### src/rtl/inst_arbiter_if.sv
// Request/grant bundle between the shared-resource arbiter and its child instances.
// master = requester side, slave = arbiter side.
interface inst_arbiter_if #(
  parameter int unsigned N_REQ = 5
);
  logic [N_REQ-1:0] req;
  logic [N_REQ-1:0] done;
  logic [N_REQ-1:0] gnt;
  logic [2:0]       gnt_id;
  logic             busy;
  logic             timeout_err;

  modport master (
    output req,
    output done,
    input  gnt,
    input  gnt_id,
    input  busy,
    input  timeout_err
  );

  modport slave (
    input  req,
    input  done,
    output gnt,
    output gnt_id,
    output busy,
    output timeout_err
  );
endinterface

### src/rtl/inst_arbiter.sv
// Round-robin arbiter granting one child instance at a time, with a hold timeout
// and a mandatory one-cycle release gap between grants.
module inst_arbiter #(
  parameter int unsigned N_REQ   = 5,
  parameter int unsigned TIMEOUT = 16
) (
  input  logic          clk,
  input  logic          rst_n,
  inst_arbiter_if.slave bus
);

  localparam int unsigned     TmrW   = $clog2(TIMEOUT);
  localparam logic [TmrW-1:0] TmrMax = TmrW'(TIMEOUT - 1);

  typedef enum logic [1:0] {StIdle, StGrant, StRelease} state_e;

  state_e           state_q;
  logic [N_REQ-1:0] gnt_q;
  logic [2:0]       gnt_id_q;
  logic [2:0]       ptr_q;
  logic             busy_q;
  logic             terr_q;
  logic [TmrW-1:0]  timer_q;

  logic             sel_found;
  logic [2:0]       sel_id;
  logic [N_REQ-1:0] sel_gnt;
  int unsigned      idx;

  // First requester at or after ptr_q, wrapping past N_REQ-1.
  always_comb begin
    sel_found = 1'b0;
    sel_id    = '0;
    sel_gnt   = '0;
    idx       = 0;
    for (int unsigned k = 0; k < N_REQ; k++) begin
      idx = (32'(ptr_q) + k) % N_REQ;
      if (!sel_found && bus.req[idx]) begin
        sel_found    = 1'b1;
        sel_id       = 3'(idx);
        sel_gnt      = '0;
        sel_gnt[idx] = 1'b1;
      end
    end
  end

  // Only the granted bit of req/done matters while a grant is held.
  logic       cur_done;
  logic       cur_req;
  logic       at_limit;
  logic [2:0] ptr_nxt;

  assign cur_done = |(bus.done & gnt_q);
  assign cur_req  = |(bus.req & gnt_q);
  assign at_limit = (timer_q == TmrMax);
  assign ptr_nxt  = (32'(gnt_id_q) == N_REQ - 1) ? 3'd0 : gnt_id_q + 3'd1;

  always_ff @(posedge clk or negedge rst_n) begin
    if (!rst_n) begin
      state_q  <= StIdle;
      gnt_q    <= '0;
      gnt_id_q <= '0;
      ptr_q    <= '0;
      busy_q   <= 1'b0;
      terr_q   <= 1'b0;
      timer_q  <= '0;
    end else begin
      unique case (state_q)
        StIdle: begin
          if (sel_found) begin
            state_q  <= StGrant;
            gnt_q    <= sel_gnt;
            gnt_id_q <= sel_id;
            busy_q   <= 1'b1;
            timer_q  <= '0;
          end
        end
        StGrant: begin
          if (cur_done || !cur_req || at_limit) begin
            state_q  <= StRelease;
            gnt_q    <= '0;
            gnt_id_q <= '0;
            busy_q   <= 1'b0;
            ptr_q    <= ptr_nxt;
            // A completion on the final cycle counts as a normal finish.
            terr_q   <= at_limit && !cur_done;
          end else begin
            timer_q <= timer_q + 1'b1;
          end
        end
        StRelease: begin
          state_q <= StIdle;
          terr_q  <= 1'b0;
        end
        default: begin
          state_q  <= StIdle;
          gnt_q    <= '0;
          gnt_id_q <= '0;
          busy_q   <= 1'b0;
          terr_q   <= 1'b0;
        end
      endcase
    end
  end

  assign bus.gnt         = gnt_q;
  assign bus.gnt_id      = gnt_id_q;
  assign bus.busy        = busy_q;
  assign bus.timeout_err = terr_q;

endmodule

### src/flat_wrapper.sv
// flat-port wrapper written by rule: the top's interface ports become plain ports
module inst_arbiter_flat 
#(
  parameter int unsigned N_REQ   = 5,
  parameter int unsigned TIMEOUT = 16
)
  (clk, rst_n, bus_req, bus_done, bus_gnt, bus_gnt_id, bus_busy, bus_timeout_err);
  inst_arbiter_if #(.N_REQ(N_REQ)) bus_i ();
  input  logic clk;
  input  logic rst_n;
  input wire logic [$bits(bus_i.req)-1:0] bus_req;
  input wire logic [$bits(bus_i.done)-1:0] bus_done;
  output wire logic [$bits(bus_i.gnt)-1:0] bus_gnt;
  output wire logic [$bits(bus_i.gnt_id)-1:0] bus_gnt_id;
  output wire logic [$bits(bus_i.busy)-1:0] bus_busy;
  output wire logic [$bits(bus_i.timeout_err)-1:0] bus_timeout_err;
  assign bus_i.req = bus_req;
  assign bus_i.done = bus_done;
  assign bus_gnt = bus_i.gnt;
  assign bus_gnt_id = bus_i.gnt_id;
  assign bus_busy = bus_i.busy;
  assign bus_timeout_err = bus_i.timeout_err;
  inst_arbiter #(.N_REQ(N_REQ), .TIMEOUT(TIMEOUT)) u_core (.clk(clk), .rst_n(rst_n), .bus(bus_i));
endmodule
### config.mk
export PLATFORM = sky130hd
export DESIGN_NAME = inst_arbiter_flat
export DESIGN_NICKNAME = d
export VERILOG_FILES = /design/src/rtl/inst_arbiter_if.sv /design/src/rtl/inst_arbiter.sv /design/src/flat_wrapper.sv
export SDC_FILE = /design/constraint.sdc
export NUM_CORES = 1
export LEC_CHECK = 0
export ABC_CLOCK_PERIOD_IN_PS = 5140
export BUFFER_PORTS_ARGS = -buffer_cell sky130_fd_sc_hd__buf_2
export CORE_MARGIN = 2
export CORE_UTILIZATION = 45
export CTS_CLUSTER_SIZE = 16
export DETAILED_ROUTE_END_ITERATION = 7
export PLACE_DENSITY = 0.72
export SLEW_MARGIN = 20
export SYNTH_ARGS = -nofsm -noshare
export SYNTH_HDL_FRONTEND = slang
export SYNTH_SLANG_ARGS = --single-unit
### constraint.sdc
create_clock -name clk -period 5.14 [get_ports clk]
set_input_delay 1.028 -clock clk [delete_from_list [all_inputs] [get_ports clk]]
set_output_delay 1.028 -clock clk [all_outputs]
set_load 0.01 [all_outputs]
# Word-level counts from Yosys, hierarchy flattened
# Cells that the tools add are included.
# totals
reg_bits	19
input_bits	12
# classes
addsub	6
n_div	5
order_cmp	10
eq_ne	7
n_mux	53
n_bitwise	4
n_reduce_logical	27
# op_table
operator	count
32-bit by 1-bit >= comparator with 1-bit output, second input constant	5
32-bit by 4-bit less-than comparator with 1-bit output, second input constant	5
32-bit by 3-bit modulo with 32-bit output, second input constant	4
5-bit two-way mux	7
3-bit by 3-bit modulo with 32-bit output, second input constant	1
3-bit two-way mux	8
1-bit two-way mux	18
1-bit binary-select mux with 3-bit select	5
1-bit demux with 3-bit select	5
5-bit one-hot mux with 3 select lines	1
5-bit AND	2
1-bit logical AND	10
5-bit OR reduction	2
3-bit one-hot mux with 3 select lines	1
3-bit by 2-bit adder with 4-bit output, second input constant	2
4-bit two-way mux	2
4-bit one-hot mux with 2 select lines	1
1-bit logical NOT	6
2-bit AND reduction	3
3-bit AND reduction	2
3-bit by 1-bit adder with 4-bit output, second input constant	1
3-bit by 3-bit adder with 4-bit output, second input constant	1
4-bit by 1-bit adder with 4-bit output, second input constant	1
4-bit == test, second input constant	1
14 further kinds	18

# Logic depth before layout (Yosys ltp)
# Gate-level depths: netlist of the first run.
# logic_depth
depth_word	18
mapped_depth	25

# Worst setup path before layout of the first run
# OpenSTA, ideal clock, no wires.
# synth_path
kind	register to register
start	reg u_core.ptr_q[0]
end	reg u_core.gnt_q[1], in the netlist u_core.bus.gnt[1]
setup_time_ns	0.068
arrival_time_ns	5.237
setup_slack_ns	-0.165
stages_incl_launch_ff	25
period_less_slack_ns	5.305
cell_sequence	dfrtp_1 > buf_2 > buf_2 > buf_1 > inv_1 > ha_1 > buf_2 > clkinv_1 > ha_1 > inv_1 > ha_1 > nor3_2 > nor2_1 > xnor2_1 > ha_1 > nand2_1 > nor3_1 > o31a_1 > o21ai_0 > a21oi_1 > o32ai_4 > or2_2 > or4b_1 > a31oi_1 > a311o_1
# synth_via
elab_chain_len	18
word_cells_on_any_way	66
classes_between	4 x add/sub; 5 x div; 10 x order compare; 1 x eq/ne; 32 x mux; 14 x reduce/logical
# synth_lines
element	line	source
start, declared	inst_arbiter.sv:20	logic [2:0] ptr_q;
start signal, assigned	inst_arbiter.sv:84	ptr_q <= ptr_nxt;
parallel branches: the longest is 18 deep, another holds 32-bit by 3-bit modulo with 32-bit output	--	
end signal, assigned	inst_arbiter.sv:72	gnt_q <= sel_gnt;
end, declared	inst_arbiter.sv:18	logic [N_REQ-1:0] gnt_q;
# Several ways; the timed one is not identified. The select of a mux whose other input is x is not followed.
# A chain may end at the register's enable or synchronous reset.

# Worst setup path after layout of the first run
# layout_path
start	reg u_core.ptr_q[0]
end	reg u_core.gnt_q[3], in the netlist u_core.bus.gnt[3]
# Same word-level chain as after synthesis.

==> results.txt, run 1 <==
----------------------------------------------------
[Outcome]
  Run status ... finished clean

[GRT]
  First-pass GRT wire length ... 14.6 mm
  Vias in the first global route ... 3047
  Met1 global-route usage ... 33.4%
  Overall global routing resource usage ... 23.2%
  Pin count of the biggest net entering global routing ... 39
  Met2 track demand over resource in global routing ... 38.1%
  Busiest grt layer ... met2
  Overall overflow remaining after global route ... 0
  Number of antenna violations at the first check in global routing ... 0
  GR Layer Usage met3 ... 2.17%

[Yosys]
  Sequential share of the synthesized area ... 15.0%
  Post-synthesis sequential element count ... 19
  Area contributors post-synth ... dfrtp_1 (15%), ha_1 (12%), nand2_1 (4.2%)
  Mapped Nets ... 454
  Count of flip-flops with a built-in enable after synthesis ... 0
  Fraction of post-synthesis cell area in the top cell type by area ... 15.0%
  Library cell occupying the most area in the post-synthesis netlist ... dfrtp_1
  Share of async-settable or async-resettable flops after synthesis ... 100%
  Number of distinct standard cells referenced by the synthesized netlist ... 85
  Yosys warnings ... 0
  Cell count after synthesis ... 412
  Syn Area/Cell ... 7.67 um^2
  Dominant register cell in the synthesized netlist ... dfrtp_1
  Post-synthesis instance area ... 3160 um^2

[Final layout]
  Area delta synth->final ... 9.34%
  Number of filler cells placed in the layout ... 657
  Most common library cell in the layout ignoring fill and taps ... nand2_1
  Leading cell types in the layout, fill and taps excluded ... nand2_1 (35), ha_1 (30), nor2_1 (28)
  Count of nets after finishing ... 473
  Share of post-route cells with drive strength above 1 ... 15.6%
  Final cell utilization of the core ... 50.9%
  Number of antenna repair diodes ... 0
  Final design instance area without fill ... 3460 um^2

[Placed design]
  Routability-driven placement congestion ratio ... 0.962
  Final HPWL DP ... 6.69 mm
  Buffers on Ports ... 21
  Post-detailed-placement cell area ... 3400 um^2

[Clocking]
  Root buffer cell ... clkbuf_8
  Clock buffer count from CTS ... 3
  Clock-pin slew on the worst setup and hold paths ... 0.08 ns
  Sinks on Clock Net ... 19
  Max H-tree Level ... 1
  Post CTS Setup Buffer Count ... 0
  Clock network latency to the later pin of the worst-skew pair ... 0.26 ns
  Clock tree from TritonCTS ... built
  Buffers from clock root to sink, at most ... 2
  CTS Hold Bufs ... 0
  Number of gates given a new drive strength after cts ... 0

[Critical path]
  Largest fanout on the critical path ... 9
  Startpoint kind of the worst setup timing path ... register
  Arrival time of the worst setup path ... 4.99 ns
  WP data required ... 5.31 ns
  Critical path class ... register to register
  Category of the worst setup path capture point ... register

[Routing]
  DR pass1 iterations ... 5
  Antenna Violating Nets Remaining ... 0
  Detailed Route Iter0 Violations ... 251
  Number of DRC violations after detailed routing ... 0
  Sum of routed wire length over all layers ... 8.94 mm
  Vias/cell ... 6.26
  Vias after detailed routing ... 3295
  Routed wire per std cell ... 17.0 um

[Floorplanning]
  Initial Util ... 46.5%
  Total number of placement rows ... 30
  Io pins ... 22
  Horiz. Die Dim ... 87.8 um
  Core Box Area ... 6790 um^2
  Vertical die dimension ... 87.8 um
  Die footprint ... 7710 um^2

[STA]
  Max Clk Rate ... 208 MHz
  Final period demand of the worst path ... 4.81 ns
  Max-slew headroom ... 55.0%
  Setup-violating endpoint count in the final report ... 0
  Final-report max-slew violation count ... 0
  Unrepaired setup endpoints after global routing ... no
  Setup TNS Final ... 0 ns
  Slew at the pin with the worst max-slew slack ... 0.670 ns
  Clk_skew ... 0.00958 ns
  Hold violation total from the final report ... 0
  Final critical-path share of the clock period ... 93.6%

[Hold path]
  HP Class ... register to register

[Run]
  Count of max-cap constraint violations ... 0

----------------------------------------------------
cells by family after synthesis:
| family | after synthesis | share of synthesized area, % |
|---|---|---|
| adders and majority gates | 30 | 11.9 |
| buffers and inverters | 45 | 6.10 |
| muxes | 13 | 5.11 |
| AOI/OAI and AO/OA | 136 | 32.8 |
| and+or+nand+nor | 159 | 26.1 |
| xor gates and xnor gates | 10 | 3.01 |
| DFF | 19 | 15.0 |
critical path: stages (launching register included):
cell	delay, ns
dfrtp_1	0.38
inv_1	0.13
ha_1	0.20
clkinv_1	0.13
ha_1	0.33
inv_1	0.09
ha_1	0.22
nor3_2	0.29
nor2_1	0.12
xnor2_2	0.28
ha_1	0.25
nand2_1	0.08
nor3_2	0.33
o31ai_4	0.13
a21o_1	0.23
o21a_2	0.15
o32ai_4	0.40
o21ai_4	0.15
o31ai_4	0.40
buf_4	0.24
nand3_1	0.09
o211ai_1	0.11
cells in the mapped netlist (5+ instances only):
cell      instances
nand2_1          35
ha_1             30
nor2_1           28
o21ai_0          25
nand3_1          24
inv_1            21
dfrtp_1          19
a21oi_1          17
nor3_1           17
a31oi_1          10
clkbuf_1          9
o21ai_1           9
mux2i_1           8
buf_2             7
nand2b_1          7
xnor2_1           7
o211ai_1          6
or3_1             6
a211oi_1          5
and2_1            5
per-layer routing:
layer	vias up	part of all wire, %
met5	-	0
met4	0	1.8
met3	14	5.5
met2	124	46
met1	1550	47
li1	1607	-
final timing paths:
check	start	endpoint	slack (ns)	depth (start not counted)
setup / recovery	u_core.ptr_q[0]$_DFFE_PN0P_	u_core.bus.gnt[3]$_DFFE_PN0P_	0.33	21
hold / removal	u_core.bus.busy$_DFFE_PN0P_	u_core.bus.busy$_DFFE_PN0P_	0.48	2
setup reg to reg	u_core.ptr_q[0]$_DFFE_PN0P_	u_core.bus.gnt[3]$_DFFE_PN0P_	0.33	21
hold reg to reg	u_core.bus.busy$_DFFE_PN0P_	u_core.bus.busy$_DFFE_PN0P_	0.48	2
max in group asynchronous	rst_n	u_core.timer_q[1]$_DFFE_PN0P_	4.13	1
min in group asynchronous	rst_n	u_core.ptr_q[2]$_DFFE_PN0P_	0.69	1
final cells by class:
type | count | area, um^2 | share of cell area, %
tap | 96 | 120 | 3.48
timing repair buffer | 35 | 210 | 6.08
clock buffer | 3 | 41.3 | 1.19
inverter | 24 | 90.1 | 2.61
clock inverter | 1 | 5.00 | 0.145
multi-input combinational | 348 | 2510 | 72.7
sequential | 19 | 475 | 13.8
stage by stage:
| stage | hold WS, ns | worst slack [ns] | cells |
|---|---|---|---|
| floorplan | 0.463 | 0.0147 | 412 |
| global placement | 0.474 | 0.591 | 522 |
| detailed placement | 0.470 | 0.329 | 522 |
| CTS | 0.487 | 0.312 | 526 |
| global route | 0.502 | 0.0160 | 526 |
| finish | 0.481 | 0.327 | 526 |
registers in the layout (all words and copies together), names as in the netlist:
register                flops
u_core.bus.busy             1
u_core.bus.gnt              5
u_core.bus.gnt_id           3
u_core.bus.timeout_err      1
u_core.ptr_q                3
u_core.state_q              2
u_core.timer_q              4
Power of run 1 is left out: the tool's default activity adds up to more than one toggle a clock period on the data nets, which glitch-free logic cannot reach.
==> run 2: changes to the inputs <==
Settings changed: ABC_CLOCK_PERIOD_IN_PS 5140 to 4300, CTS_BUF_LIST set to sky130_fd_sc_hd__clkbuf_4.
Clock period 5.14 ns to 4.3 ns, I/O delays scaled along.
==> results.txt, run 2 (synthesis gave the netlist of run 1 again) <==
----------------------------------------------------
[Critical path]
  Category of the worst setup path capture point ... register
  Critical path class ... register to register
  Largest fanout on the critical path ... 7
  Startpoint kind of the worst setup timing path ... register
  Combined buffer and inverter count along the critical path ... 4
  WP data required ... 4.53 ns
  Critical-path top delay cell ... dfrtp_1
  Dominant delay contributor by cell family on the critical path ... compound AO/OA/AOI/OAI gates
  Critical Path Max Stage Delay ... 0.41 ns
  Cell-by-cell listing of the critical path ... inv_2 > ha_4 > clkinv_4 > ha_4 > inv_4 > ha_4 > nor3_4 > nor2_2 > xnor2_2 > ha_2 > nand2_2 > nor3_4 > o31ai_4 > nand2_2 > o21a_4 > o32ai_4 > o21ai_4 > o31ai_4 > buf_6 > nand3_2 > o211ai_1
  Arrival time of the worst setup path ... 4.38 ns
  Most prevalent standard cell on the critical path ... ha_4

[Floorplanning]
  Horiz. Die Dim ... 87.8 um
  Total number of placement rows ... 30
  Die footprint ... 7710 um^2
  Vertical die dimension ... 87.8 um
  Initial Util ... 46.5%
  Core Box Area ... 6790 um^2
  Io pins ... 22

[Final layout]
  Count of nets after finishing ... 501
  Area delta synth->final ... 20.0%
  Final cell utilization of the core ... 55.8%
  Largest register FFs ... 5
  Leading cell types in the layout, fill and taps excluded ... buf_4 (40), nand2_1 (33), nor2_1 (27)
  Number of antenna repair diodes ... 0
  Share of post-route cells with drive strength above 1 ... 25.8%
  Most common library cell in the layout ignoring fill and taps ... buf_4

[GRT]
  Overall global routing resource usage ... 23.7%
  Overall overflow remaining after global route ... 0
  Number of antenna violations at the first check in global routing ... 0
  First-pass GRT wire length ... 14.9 mm
  Pin count of the biggest net entering global routing ... 22
  Vias in the first global route ... 3117

[Clocking]
  Clock-pin slew on the worst setup and hold paths ... 0.11 ns
  CTS Hold Bufs ... 0
  Clock buffer count from CTS ... 3
  Root buffer cell ... clkbuf_4
  Clock network latency to the later pin of the worst-skew pair ... 0.30 ns
  Max H-tree Level ... 1
  Buffers from clock root to sink, at most ... 2
  Sinks on Clock Net ... 19
  Clock tree from TritonCTS ... built

[STA]
  Unrepaired setup endpoints after global routing ... yes
  Max-slew headroom ... 53.4%
  Final-report max-slew violation count ... 0
  Hold violation total from the final report ... 0
  Final critical-path share of the clock period ... 96.4%
  Clk_skew ... 0.0125 ns
  Setup-violating endpoint count in the final report ... 0
  Max Clk Rate ... 241 MHz
  Final period demand of the worst path ... 4.15 ns
  Slew at the pin with the worst max-slew slack ... 0.695 ns

[Routing]
  Routed wire per std cell ... 17.0 um
  Sum of routed wire length over all layers ... 9.43 mm
  DR pass1 iterations ... 5
  Vias after detailed routing ... 3499
  Detailed Route Iter0 Violations ... 262
  Vias/cell ... 6.32
  Number of DRC violations after detailed routing ... 0
  Antenna Violating Nets Remaining ... 0

[Placed design]
  Buffers on Ports ... 21
  Final HPWL DP ... 6.97 mm
  Routability-driven placement congestion ratio ... 0.917

[Run]
  Count of max-cap constraint violations ... 0

[Hold path]
  HP Class ... input port to async pin

[Outcome]
  Run status ... finished clean

----------------------------------------------------
run 2: worst paths after layout:
check	startpoint	endpoint	slack (ns)	cells past startpoint
setup / recovery	u_core.ptr_q[1]$_DFFE_PN0P_	u_core.bus.gnt[3]$_DFFE_PN0P_	0.15	21
hold / removal	rst_n	u_core.ptr_q[2]$_DFFE_PN0P_	0.47	1
setup reg to reg	u_core.ptr_q[1]$_DFFE_PN0P_	u_core.bus.gnt[3]$_DFFE_PN0P_	0.15	21
hold reg to reg	u_core.timer_q[2]$_DFFE_PN0P_	u_core.timer_q[2]$_DFFE_PN0P_	0.51	1
max in group asynchronous	rst_n	u_core.ptr_q[0]$_DFFE_PN0P_	3.51	1
min in group clk	u_core.timer_q[2]$_DFFE_PN0P_	u_core.timer_q[2]$_DFFE_PN0P_	0.51	1
run 2: per-layer routing:
| metal | track usage [%] | share of wire, % |
|---|---|---|
| met4 | 4.48 | 1.3 |
| met2 | 38.8 | 48 |
| met5 | 0 | 0 |
| met3 | 2.54 | 5.4 |
| met1 | 33.8 | 45 |
run 2: per-stage QoR:
stage	cells	area, um^2	setup slack [ns]	setup TNS (ns)	hold slack, ns
after floorplan	412	3300	-0.301	-3.46	0.463
after global placement	536	3600	0.169	0	0.486
after detailed placement	536	3600	0.0796	0	0.485
after CTS	540	3630	0.0510	0	0.483
after global routing	554	3790	-0.0989	-0.594	0.490
final	554	3790	0.153	0	0.474
run 2: layout make-up:
cell class / instances / area (um^2)
fillers: 634 / 3000
multi-input cells: 348 / 2640
flip-flops and latches: 19 / 477
repair buffers: 63 / 428
well taps: 96 / 120
inverters: 24 / 100
clock buffers: 4 / 30.0
run 2: worst reg2reg max path, cell delays in order (launching register included):
cell,delay [ns]
dfrtp_1,0.41
inv_2,0.11
ha_4,0.16
clkinv_4,0.06
ha_4,0.33
inv_4,0.06
ha_4,0.17
nor3_4,0.13
nor2_2,0.07
xnor2_2,0.16
ha_2,0.20
nand2_2,0.07
nor3_4,0.06
o31ai_4,0.38
nand2_2,0.14
o21a_4,0.26
o32ai_4,0.38
o21ai_4,0.15
o31ai_4,0.40
buf_6,0.19
nand3_2,0.07
o211ai_1,0.11
run 2: what timing repair did:
item	in CTS	in global routing
buffers inserted	0	14
resized for setup	0	12
setup endpoints to repair	0	14
endpoints found under the hold margin	0	0
Power of run 2 is left out for the same reason.
==> run 3: changes to the inputs <==
Settings changed: SETUP_SLACK_MARGIN set to 0.3.
==> results.txt, run 3 (synthesis gave the netlist of run 1 again) <==
----------------------------------------------------
[Final layout]
  Count of nets after finishing ... 513
  Final design instance area without fill ... 4030 um^2
  Leading cell types in the layout, fill and taps excluded ... buf_4 (48), nand2_1 (33), nor2_1 (27)
  Final cell utilization of the core ... 59.3%
  Area delta synth->final ... 27.6%
  Share of post-route cells with drive strength above 1 ... 31.1%
  Number of antenna repair diodes ... 0
  Most common library cell in the layout ignoring fill and taps ... buf_4
  Largest register FFs ... 5
  Number of filler cells placed in the layout ... 601

[STA]
  Final period demand of the worst path ... 4.04 ns
  Max Clk Rate ... 248 MHz
  Worst hold margin ... 0.476 ns
  Final critical-path share of the clock period ... 93.9%
  Final-report max-slew violation count ... 0
  Slew at the pin with the worst max-slew slack ... 0.626 ns
  Max-slew headroom ... 58.0%
  Clk_skew ... 0.0115 ns
  Setup-violating endpoint count in the final report ... 0
  Hold violation total from the final report ... 0
  Unrepaired setup endpoints after global routing ... yes

[Floorplanning]
  Horiz. Die Dim ... 87.8 um
  Vertical die dimension ... 87.8 um
  Io pins ... 22
  Die footprint ... 7710 um^2
  Initial Util ... 46.5%
  Total number of placement rows ... 30
  Core Box Area ... 6790 um^2

[GRT]
  First-pass GRT wire length ... 15.3 mm
  Overall overflow remaining after global route ... 0
  Pin count of the biggest net entering global routing ... 22
  Vias in the first global route ... 3213
  Overall global routing resource usage ... 24.4%
  Number of antenna violations at the first check in global routing ... 0

[Placed design]
  Post-detailed-placement cell area ... 3600 um^2
  Routability-driven placement congestion ratio ... 0.917
  Buffers on Ports ... 21
  Final HPWL DP ... 6.97 mm

[Critical path]
  Dominant delay contributor by cell family on the critical path ... simple AND/OR/NAND/NOR gates
  Critical Path Max Stage Delay ... 0.56 ns
  Largest fanout on the critical path ... 7
  Most prevalent standard cell on the critical path ... buf_4
  Arrival time of the worst setup path ... 4.28 ns
  Critical path class ... register to register
  Startpoint kind of the worst setup timing path ... register
  Critical-path top delay cell ... or4b_4
  Cell-by-cell listing of the critical path ... inv_2 > ha_4 > buf_4 > or2_0 > o21ai_2 > xnor2_2 > ha_2 > buf_4 > or3b_1 > a21oi_1 > a211o_1 > a211oi_1 > a211oi_2 > and3_4 > nand2_2 > or4b_4 > a31oi_4 > a311o_1
  Category of the worst setup path capture point ... register
  WP data required ... 4.55 ns
  Combined buffer and inverter count along the critical path ... 3

[Run]
  Count of max-cap constraint violations ... 0

[Clocking]
  Clock network latency to the later pin of the worst-skew pair ... 0.30 ns
  Sinks on Clock Net ... 19
  CTS Hold Bufs ... 0
  Max H-tree Level ... 1
  Clock tree from TritonCTS ... built
  Clock-pin slew on the worst setup and hold paths ... 0.11 ns
  Buffers from clock root to sink, at most ... 2
  Root buffer cell ... clkbuf_4
  Clock buffer count from CTS ... 3

[Routing]
  Vias after detailed routing ... 3571
  Routed wire per std cell ... 17.5 um
  Vias/cell ... 6.31
  Detailed Route Iter0 Violations ... 263
  Number of DRC violations after detailed routing ... 0
  Antenna Violating Nets Remaining ... 0
  DR pass1 iterations ... 7
  Sum of routed wire length over all layers ... 9.89 mm

[Hold path]
  HP Class ... input port to async pin

[Outcome]
  Run status ... finished clean

----------------------------------------------------
[run 3: path summary, 6_finish.rpt]
kind | startpoint | end | slack (ns) | depth (start not counted)
setup / recovery | u_core.ptr_q[1]$_DFFE_PN0P_ | u_core.bus.gnt[1]$_DFFE_PN0P_ | 0.26 | 18
hold / removal | rst_n | u_core.bus.gnt_id[2]$_DFFE_PN0P_ | 0.48 | 1
setup reg to reg | u_core.ptr_q[1]$_DFFE_PN0P_ | u_core.bus.gnt[1]$_DFFE_PN0P_ | 0.26 | 18
hold reg to reg | u_core.timer_q[2]$_DFFE_PN0P_ | u_core.timer_q[2]$_DFFE_PN0P_ | 0.51 | 1
max in group asynchronous | rst_n | u_core.ptr_q[0]$_DFFE_PN0P_ | 3.50 | 1
min in group clk | u_core.timer_q[2]$_DFFE_PN0P_ | u_core.timer_q[2]$_DFFE_PN0P_ | 0.51 | 1
[run 3: per-stage QoR]
step	setup TNS, ns	std cells	setup slack (ns)
3_5_place_dp	0	536	0.0796
2_1_floorplan	-3.46	412	-0.301
4_1_cts	0	550	0.303
5_1_grt	0	566	0.0839
3_3_place_gp	0	536	0.169
6_report	0	566	0.264
[run 3: what timing repair did]
item	CTS	global route
buffers inserted	10	16
endpoints found under the setup margin	14	14
gates cloned	0	0
gates resized for setup	17	22
pin swaps	17	13
[run 3: cell type report]
type	instances	area (um^2)	area share (%)
clock buffer	4	30.0	0.745
inverter	24	100	2.48
multi-input combinational	348	2770	68.7
sequential	19	477	11.8
tap	96	120	2.98
timing repair buffer	75	533	13.2
[run 3: layer usage]
| layer | track usage (%) | vias to the layer above | part of all wire (%) |
|---|---|---|---|
| met5 | 0 | - | 0 |
| met1 | 34.5 | 1701 | 43 |
| li1 | - | 1691 | - |
| met4 | 4.48 | 0 | 2.0 |
| met2 | 40.7 | 160 | 48 |
| met3 | 2.54 | 19 | 6.7 |
Power of run 3 is left out for the same reason.
